`config.mk`:
```
export PLATFORM = sky130hd
export DESIGN_NAME = vc_input_arbiter
export DESIGN_NICKNAME = d
export VERILOG_FILES = /design/src/rtl/vc_arb_pkg.sv /design/src/rtl/vc_input_arbiter_rr_class_picker.sv /design/src/rtl/vc_input_arbiter.sv
export SDC_FILE = /design/constraint.sdc
export NUM_CORES = 1
export LEC_CHECK = 0
export ABC_AREA = 1
export BUFFER_PORTS_ARGS = -buffer_cell sky130_fd_sc_hd__buf_4
export CELL_PAD_IN_SITES_DETAIL_PLACEMENT = 0
export CELL_PAD_IN_SITES_GLOBAL_PLACEMENT = 1
export CORE_AREA = 2 2 87 89
export DETAILED_ROUTE_END_ITERATION = 7
export DIE_AREA = 0 0 89 91
export GPL_ROUTABILITY_DRIVEN = 0
export PLACE_DENSITY_LB_ADDON = 0.08
export SETUP_SLACK_MARGIN = 0.1
export SLEW_MARGIN = 5
export SYNTH_ARGS = -nofsm -noshare
export SYNTH_HDL_FRONTEND = slang
export SYNTH_SLANG_ARGS = --single-unit
```
`constraint.sdc`:
```
create_clock -name clk -period 6 [get_ports clk]
set_input_delay 0.9 -clock clk [delete_from_list [all_inputs] [get_ports clk]]
set_output_delay 0.9 -clock clk [all_outputs]
set_load 0.05 [all_outputs]
```
`src/rtl/vc_arb_pkg.sv`:
```
// vc_arb_pkg: shared types and helpers for the per-input-port VC arbiter.
//   arb_state_e  : arbiter FSM state encoding (IDLE / REQ / GRANTED)
//   N            : VC count for the default configuration (3 VCs x 2 classes)
//   idx_w()      : index width helper, never returns 0 so single-entry
//                  configurations still get a legal 1-bit vector
package vc_arb_pkg;

  typedef enum logic [1:0] {
    IDLE    = 2'd0,
    REQ     = 2'd1,
    GRANTED = 2'd2
  } arb_state_e;

  localparam int unsigned VC_NUM_DEF   = 32'd3;
  localparam int unsigned PRIO_NUM_DEF = 32'd2;
  localparam int unsigned N            = VC_NUM_DEF * PRIO_NUM_DEF;

  function automatic int unsigned idx_w(input int unsigned n);
    return (n <= 32'd1) ? 32'd1 : $clog2(n);
  endfunction

endpackage

```
`src/rtl/vc_input_arbiter_rr_class_picker.sv`:
```
// rr_class_picker: combinational round-robin picker for one priority class.
// Ports:
//   elig_i  : eligibility bit per VC of this class
//   ptr_i   : class round-robin pointer (local VC index, < vc_num)
//   found_o : at least one VC of the class is eligible
//   idx_o   : local index of the first eligible VC at or after ptr_i (wrapping)
module rr_class_picker
  import vc_arb_pkg::*;
#(
  parameter int unsigned vc_num = 32'd3,
  parameter int unsigned ptr_w  = idx_w(vc_num)
) (
  input  logic [vc_num-1:0] elig_i,
  input  logic [ptr_w-1:0]  ptr_i,
  output logic              found_o,
  output logic [ptr_w-1:0]  idx_o
);

  logic [ptr_w-1:0] cand_s;

  // Scan vc_num positions starting at the pointer; the first hit wins.
  always_comb begin
    found_o = 1'b0;
    idx_o   = '0;
    cand_s  = '0;
    for (int k = 0; k < int'(vc_num); k++) begin
      cand_s  = ptr_w'((int'(ptr_i) + k) % int'(vc_num));
      idx_o   = (!found_o && elig_i[cand_s]) ? cand_s : idx_o;
      found_o = found_o | elig_i[cand_s];
    end
  end

endmodule

```
`src/rtl/vc_input_arbiter.sv`:
```
// vc_input_arbiter: per-input-port virtual-channel arbiter.
// Picks one eligible VC (has_packet high and non-zero destination), highest
// priority class first and round-robin inside the class, requests its
// destination from the switch allocator and holds the selection until the
// packet's last beat.
// Ports:
//   clk, resetn    : clock, asynchronous active-low reset
//   has_packet     : per-VC packet pending
//   dest_i         : per-VC one-hot destination (0 = invalid)
//   output_vc_i    : per-VC downstream VC
//   cts            : allocator grant for the current request
//   last           : final beat of the packet on selected_vc
//   selected_vc    : currently selected VC
//   o_req          : request to the allocator
//   o_req_dest     : latched destination
//   o_req_vc       : latched downstream VC
//   o_grant_active : packet transfer in progress
// Optional feature: define VC_ARB_BURST_EN to let one grant carry up to
// max_burst back-to-back packets from the same VC to the same destination.
module vc_input_arbiter
  import vc_arb_pkg::*;
#(
  parameter  int unsigned vc_num     = 32'd3,
  parameter  int unsigned prio_num   = 32'd2,
  parameter  int unsigned output_num = 32'd8,
  parameter  int unsigned max_burst  = 32'd2,
  localparam int unsigned NV         = vc_num * prio_num,
  localparam int unsigned SW         = idx_w(NV)
) (
  input  logic                  clk,
  input  logic                  resetn,
  input  logic [NV-1:0]         has_packet,
  input  logic [output_num-1:0] dest_i      [NV],
  input  logic [SW-1:0]         output_vc_i [NV],
  input  logic                  cts,
  input  logic                  last,
  output logic [SW-1:0]         selected_vc,
  output logic                  o_req,
  output logic [output_num-1:0] o_req_dest,
  output logic [SW-1:0]         o_req_vc,
  output logic                  o_grant_active
);

  localparam int unsigned PW = idx_w(vc_num);
  localparam int unsigned CW = idx_w(prio_num);

  arb_state_e        state_q;
  logic [PW-1:0]     ptr_q       [prio_num];
  logic [NV-1:0]     elig_s;
  logic [prio_num-1:0] cls_found_s;
  logic [PW-1:0]     cls_idx_s   [prio_num];
  logic              pick_found_s;
  logic [SW-1:0]     pick_vc_s;
  logic [CW-1:0]     sel_cls_s;
  logic [PW-1:0]     sel_loc_s;
  logic [PW-1:0]     ptr_next_s;
  logic              has_sel_s;
  logic              end_pkt_s;

  // Eligibility: pending packet with a valid destination.
  always_comb begin
    elig_s = '0;
    for (int v = 0; v < int'(NV); v++) begin
      elig_s[v] = has_packet[v] & (|dest_i[v]);
    end
  end

  for (genvar c = 0; c < int'(prio_num); c++) begin : g_cls
    rr_class_picker #(
      .vc_num (vc_num),
      .ptr_w  (PW)
    ) u_pick (
      .elig_i  (elig_s[c*vc_num +: vc_num]),
      .ptr_i   (ptr_q[c]),
      .found_o (cls_found_s[c]),
      .idx_o   (cls_idx_s[c])
    );
  end

  // Fixed priority across classes: later (higher) classes override lower ones.
  always_comb begin
    pick_found_s = 1'b0;
    pick_vc_s    = '0;
    for (int c = 0; c < int'(prio_num); c++) begin
      pick_vc_s    = cls_found_s[c] ? SW'(c * int'(vc_num) + int'(cls_idx_s[c])) : pick_vc_s;
      pick_found_s = pick_found_s | cls_found_s[c];
    end
  end

  // Class / local index of the held selection and its pointer successor.
  always_comb begin
    sel_cls_s  = CW'(int'(selected_vc) / int'(vc_num));
    sel_loc_s  = PW'(int'(selected_vc) % int'(vc_num));
    ptr_next_s = (int'(sel_loc_s) == int'(vc_num) - 1) ? {PW{1'b0}} : sel_loc_s + PW'(1);
    has_sel_s  = has_packet[selected_vc];
  end

`ifdef VC_ARB_BURST_EN
  localparam int unsigned BW = idx_w(max_burst + 32'd1);
  logic [BW-1:0] burst_q;
  logic          keep_s;

  // A last beat keeps the grant when the same VC has another packet to the
  // same output and the burst budget is not yet used up.
  always_comb begin
    keep_s    = has_sel_s && (dest_i[selected_vc] == o_req_dest) &&
                ((int'(burst_q) + 1) < int'(max_burst));
    end_pkt_s = last & ~keep_s;
  end
`else
  logic unused_burst_s;
  assign unused_burst_s = (max_burst != 32'd0);

  // Every last beat closes the grant.
  always_comb begin
    end_pkt_s = last;
  end
`endif

  // Arbiter FSM with registered outputs and per-class round-robin pointers.
  always_ff @(posedge clk or negedge resetn) begin
    if (!resetn) begin
      state_q        <= IDLE;
      selected_vc    <= '0;
      o_req          <= 1'b0;
      o_req_dest     <= '0;
      o_req_vc       <= '0;
      o_grant_active <= 1'b0;
      for (int c = 0; c < int'(prio_num); c++) begin
        ptr_q[c] <= '0;
      end
`ifdef VC_ARB_BURST_EN
      burst_q        <= '0;
`endif
    end else begin
      case (state_q)
        IDLE: begin
          if (pick_found_s) begin
            selected_vc <= pick_vc_s;
            o_req_dest  <= dest_i[pick_vc_s];
            o_req_vc    <= output_vc_i[pick_vc_s];
            o_req       <= 1'b1;
            state_q     <= REQ;
          end
        end
        REQ: begin
          // cts has precedence over a simultaneous withdraw or last.
          if (cts) begin
            o_req          <= 1'b0;
            o_grant_active <= 1'b1;
            state_q        <= GRANTED;
`ifdef VC_ARB_BURST_EN
            burst_q        <= '0;
`endif
          end else if (!has_sel_s) begin
            o_req   <= 1'b0;
            state_q <= IDLE;
          end
        end
        GRANTED: begin
          if (end_pkt_s) begin
            ptr_q[sel_cls_s] <= ptr_next_s;
            o_grant_active   <= 1'b0;
            state_q          <= IDLE;
          end
`ifdef VC_ARB_BURST_EN
          else if (last) begin
            burst_q <= burst_q + BW'(1);
          end
`endif
        end
        default: begin
          o_req          <= 1'b0;
          o_grant_active <= 1'b0;
          state_q        <= IDLE;
        end
      endcase
    end
  end

endmodule

```
==> impl_metrics.yaml, run 1 <==
status:
  status: "completed"
setup_path:
  arrival_ns: 3.84
  cp_slowest_cell: "nand2_2"
  critPathMaxStageDelay_ns: 0.64
  critPathRequiredTime_ns: 6.16
  cp_top_family: "simple AND/OR/NAND/NOR gates"
  crit_fanout: 38
  path_depth: 17
  path_class: "in2reg"
  crit_chain: "buf_4 -> inv_1 -> nand2_1 -> nor3_1 -> nand2_1 -> nand3_1 -> nand2_1 -> nand2_1 -> nand2_1 -> nand2_1 -> nor2_1 -> nand2_1 -> nand2_2 -> nor2_2 -> nand2_1 -> nand2_1 -> a21oi_1"
  start_kind: "input pin"
  cp-end-kind: "flop"
  crit_buf_inv: 2
  r2r_cells: 16
  cp_common_cell: "nand2_1"
grt:
  antenna_found_initial: 0
  grt_pass1_wl_um: 12500
  grt_max_degree: 39
  grt_remaining_overflow: 0
  track_usage_pct: 19.0
  grt_pass1_vias: 2774
floorplan:
  row_count: 31
  initial_core_util_pct: 34.1
  io-pin-count: 92
  fp.dieW_um: 89
  die-area_mm2: 0.00810
  core_mm2: 0.00714
  chipHeight_um: 91
logic_synthesis:
  synth_top_area_cell: "nand2_1"
  yosysMostFrequentCell: "nand2_1"
  synthesis.area_mm2: 0.00244
  ys_ff_latch: 22
  synth_cell_types: 31
  synth_flop_cell: "dfrtp_1"
  synth.top_cell.area_share_pct: 24.3
  synthArstFlopShare_pct: 100
  synth_seq_area_share_pct: 22.6
  syn-num-nets: 525
  synthCells: 443
  synth_edf_count: 0
  synthTopCellsByCount: "158 x nand2_1, 71 x inv_1, 63 x nand3_1"
  yosys_warnings: 0
  synth_area_leaders: "nand2_1 24%, dfrtp_1 23%, nand3_1 13%, inv_1 11%, nor2_1 5.7%"
  avgSynthCellArea_um2: 5.50
power:
  power_leakage_nw: 1.91
  peakVddDrop_uv: 389
  pwr-share-clk_pct: 5.2
  internal-power_mw: 0.861
  power_density_mw_per_mm2: 673
  pwr-share-comb_pct: 81.3
  switching_share_pct: 60.4
  net-switching-power_mw: 1.31
  pwr-share-seq_pct: 13.5
cells_and_area:
  area_delta_synth_final_pct: 32.4
  fin_nets: 610
  drive_gt1_share_pct: 21.6
  insertedDiodeCount: 0
  n_fill_cell: 847
sta:
  fin_crit_ns: 3.67
  setup_violations: 0
  fmax_ghz: 0.272
  drv_slew: 0
  finClkSkew_ns: 0.00476
  final_hold_viol_count: 0
  tns_ns: 0
  tightest_slew_ns: 0.798
  period_share_pct: 61.2
  rsz0062_at_grt: "false"
  fin_ws_ns: 2.33
  timing.slew.headroom_pct: 46.7
drt:
  wl_met3_um: 444
  top_layer_used: "met4"
  drc: 0
  wl_per_cell_um: 12.5
  via_count: 2950
  routed_wl_um: 7820
  wl_met2_um: 3960
  drtIter0Drc: 171
  firstDrtPassIters: 4
  postRouteAntennaNets: 0
  viasPerCell: 4.71
  drt-met1-wl_um: 3360
clocking:
  cts_resized: 0
  path_clk_slew_ns: 0.09
  clk_latency_ns: 0.27
  cts-htree-levels: 1
  cts_made_buffers: 3
  post_cts_buffers: 0
  cts_sinks: 22
  cts_tree: "done"
  cts_buffer_depth: 2
  ctsHoldBuffers: 0
  ctsRootBufferMaster: "clkbuf_8"
worst_hold_path:
  hold_class: "reg2reg"
  hold_path_depth: 2
placement:
  portBuffers: 91
  post-place-ws_ns: 2.06
  hpwl_um: 6250
run:
  maxCapViolCount: 0
## routing by layer
layer  global-route usage (%)  up-vias
li1                         -     1540
met1                     23.8     1322
met2                     34.9       82
met3                     2.91        6
met4                     1.99        0
met5                        0        -
## cell usage in the layout, fill, tap and decap left out, types with 9 or more instances in the layout
| master | instances |
|---|---|
| a21oi_1 | 19 |
| buf_4 | 91 |
| dfrtp_1 | 22 |
| inv_1 | 71 |
| inv_2 | 11 |
| nand2_1 | 158 |
| nand3_1 | 63 |
| nor2_1 | 37 |
| o21ai_0 | 9 |
## layout make-up
type	instances	area, µm²	area share, %
clock buffer	4	55.1	1.71
inverter	84	315	9.78
multi-input combinational	326	1500	46.4
sequential	22	551	17.1
tap	99	124	3.84
timing repair buffer	91	683	21.2
## power groups by stage
stage	sequential [mW]	clock [mW]	combinational (mW)
floorplan	0.471	0	1.22
global placement	0.298	0	1.77
detailed placement	0.296	0	1.78
CTS	0.295	0.117	1.78
global route	0.305	0.121	2.00
finish	0.294	0.113	1.77
## cells by family (layout without fill, tap and decap cells)
kind of cell / count (synthesis) / in the layout / share of synthesized area, %
XOR/XNOR: 1 / 1 / 0.360
AND/OR/NAND/NOR: 280 / 280 / 49.2
adder cells (fa/ha/maj): 6 / 6 / 3.08
AO/OA/AOI/OAI: 39 / 39 / 8.89
flip-flops: 22 / 22 / 22.6
buffers and inverters: 95 / 179 / 15.9
## sequential cells by signal, indices dropped and copies added, names as in the netlist
| signal | flops |
|---|---|
| o_req_vc | 3 |
| o_req | 1 |
| o_req_dest | 8 |
| selected_vc | 3 |
| state_q | 2 |
| ptr_q | 4 |
| o_grant_active | 1 |
## final timing paths
| check | startpoint | end | slack, ns |
|---|---|---|---|
| max in group asynchronous | resetn | selected_vc[2] | 5.23 |
| setup / recovery | dest_i[24] | o_req_vc[1] | 2.33 |
| hold reg to reg | o_req | o_req | 0.50 |
| hold / removal | o_req | o_req | 0.50 |
| min in group asynchronous | resetn | o_req_vc[1] | 0.52 |
| setup reg to reg | ptr_q[2] | o_req_vc[1] | 2.58 |
## through the flow
stage                     util (%)  instance area [µm²]  power (mW)  std cells  hold WS [ns]
after CTS                     45.2                 3230        2.20        626         0.510
after detailed placement      44.4                 3170        2.08        622         0.479
final                         45.2                 3230        2.17        626         0.498
after floorplan                  -                 2440        1.70        443         0.478
after global placement        44.4                 3170        2.06        622         0.472
after global routing          45.2                 3230        2.43        626         0.537
## tightest hold or removal path, delay by kind of cell, from the launching register on
kind / cells / cell delay (ns)
DFF: 1 / 0.36
and+or+nand+nor: 2 / 0.11
Note: power is estimated with default switching activity, not from simulation.
==> run 2: changes to the inputs <==
- CORE_AREA: 2 2 87 89 -> 2 2 91 93
- DIE_AREA: 0 0 89 91 -> 0 0 93 95
- clock period: 6 -> 3.82 ns (I/O delays scaled with it)
==> run 2 against run 1 <==
Effect of this change:
- total power up 62%
- clock power up 98%
- register-to-register slack worse by 1.7 ns
- sequential power up 57%
- largest cell class unchanged
- critical path type is now reg2reg
- die area up 9.1%
- critical path depth down 1
- clock-buffer cell count down 1
- critical endpoint unchanged
==> impl_metrics.yaml, run 2 (synthesis gave the netlist of run 1 again) <==
cells_and_area:
  largest_reg_flops: 8
  seq_area_um2: 551
  drive_gt1_share_pct: 22.2
  biggestRegsByFlops: "o_req_dest x8, ptr_q x4"
  insertedDiodeCount: 0
  top_register: "o_req_dest"
  layout_common_cells: "158 x nand2_1, 95 x buf_4, 71 x inv_1"
  multiInputGateArea_mm2: 0.00150
  fin_nets: 614
  n_fill_cell: 930
  area_delta_synth_final_pct: 34.6
  final_common_cell: "nand2_1"
drt:
  postRouteAntennaNets: 0
  wl_met3_um: 451
  viasPerCell: 4.75
  drc: 0
  top_layer_used: "met4"
  routed_wl_um: 7940
  wl_met2_um: 3980
  via_count: 3018
  wl_per_cell_um: 12.5
  drt-met1-wl_um: 3420
  firstDrtPassIters: 5
  drtIter0Drc: 103
placement:
  portBuffers: 91
  post-place-ws_ns: 0.664
  hpwl_um: 6500
floorplan:
  core_mm2: 0.00793
  io-pin-count: 92
  fp.dieW_um: 93
  die-area_mm2: 0.00884
  initial_core_util_pct: 30.7
  chipHeight_um: 95
  row_count: 33
clocking:
  cts_buffer_depth: 2
  ctsRootBufferMaster: "clkbuf_8"
  post_cts_buffers: 0
  cts_sinks: 22
  path_clk_slew_ns: 0.09
  cts-htree-levels: 1
  cts_tree: "done"
  cts_made_buffers: 3
  ctsHoldBuffers: 0
  clk_latency_ns: 0.28
  cts_resized: 0
power:
  switching_share_pct: 59.0
  pwr-share-seq_pct: 13.1
  power_leakage_nw: 1.93
  pwr-share-clk_pct: 6.4
  internal-power_mw: 1.44
  power.total_mw: 3.51
  power_density_mw_per_mm2: 1070
  pwr-share-comb_pct: 80.5
  net-switching-power_mw: 2.07
  peakVddDrop_uv: 467
setup_path:
  start_kind: "flop"
  r2r_cells: 16
  cp-end-kind: "flop"
  critPathRequiredTime_ns: 4.02
  arrival_ns: 3.12
  crit_fanout: 13
  r2r_end: "o_req_vc[1]"
  r2r-start: "ptr_q[1]"
  startpoint: "ptr_q[1]"
  r2r_setup_slack_ns: 0.90
  path_class: "reg2reg"
sta:
  final_hold_viol_count: 0
  tns_ns: 0
  finClkSkew_ns: 0.0139
  fmax_ghz: 0.342
  rsz0062_at_grt: "false"
  setup_violations: 0
  tightest_slew_ns: 0.442
  fin_crit_ns: 2.92
  drv_slew: 0
  period_share_pct: 76.5
  timing.slew.headroom_pct: 70.5
  fin_ws_ns: 0.898
grt:
  track_usage_pct: 18.0
  grt_pass1_wl_um: 12900
  grt_pass1_vias: 2875
  antenna_found_initial: 0
  grt_max_degree: 28
  grt_remaining_overflow: 0
status:
  status: "completed"
run:
  maxCapViolCount: 0
worst_hold_path:
  hold_class: "in2async"
## run 2: layer usage
metal	GRT usage [%]	vias to the layer above
li1	-	1552
met1	21.7	1381
met2	34.1	77
met3	3.27	8
met4	2.70	0
met5	0	-
## run 2: cell type report
class	instances	share of cell area, %
clock buffer	3	1.26
clock inverter	1	0.916
inverter	84	9.61
multi-input combinational	326	45.7
sequential	22	16.8
tap	105	4.01
timing repair buffer	95	21.7
## run 2: power groups by stage
stage / registers [mW] / logic [mW] / clock network [mW]
after global placement: 0.470 / 2.83 / 0
final: 0.461 / 2.82 / 0.224
after floorplan: 0.740 / 1.92 / 0
after detailed placement: 0.467 / 2.85 / 0
after global routing: 0.480 / 3.21 / 0.243
after CTS: 0.464 / 2.86 / 0.229
## run 2: how the worst max path moves through the flow
stage               endpoint  slack (ns)  depth (start not counted)
4_1_cts          o_req_vc[1]        0.89                         15
3_3_place_gp     o_req_vc[1]        0.69                         18
6_report         o_req_vc[1]        0.90                         16
5_1_grt          o_req_vc[1]        0.63                         16
2_1_floorplan  o_req_dest[0]        1.05                         19
3_5_place_dp     o_req_vc[1]        0.66                         18
## run 2: worst max-delay path, cell delays in order (launching register included)
cell     delay, ns
dfrtp_1       0.41
inv_1         0.06
ha_1          0.23
inv_1         0.13
nand3_1       0.12
nand3_1       0.09
nand2_2       0.12
nand3_1       0.13
nor2_1        0.19
nor2_4        0.05
ha_1          0.30
or2_0         0.22
nand2_1       0.34
nand3_1       0.18
nand2_1       0.10
nand2_1       0.05
a21oi_1       0.13
## run 2: metrics by stage
stage	area, µm²	hold WS, ns	utilization, %	cells
final	3280	0.185	41.4	636
after global routing	3280	0.191	41.4	636
after CTS	3280	0.188	41.4	636
after detailed placement	3210	0.474	40.5	632
after global placement	3210	0.472	40.5	632
after floorplan	2440	0.277	-	443
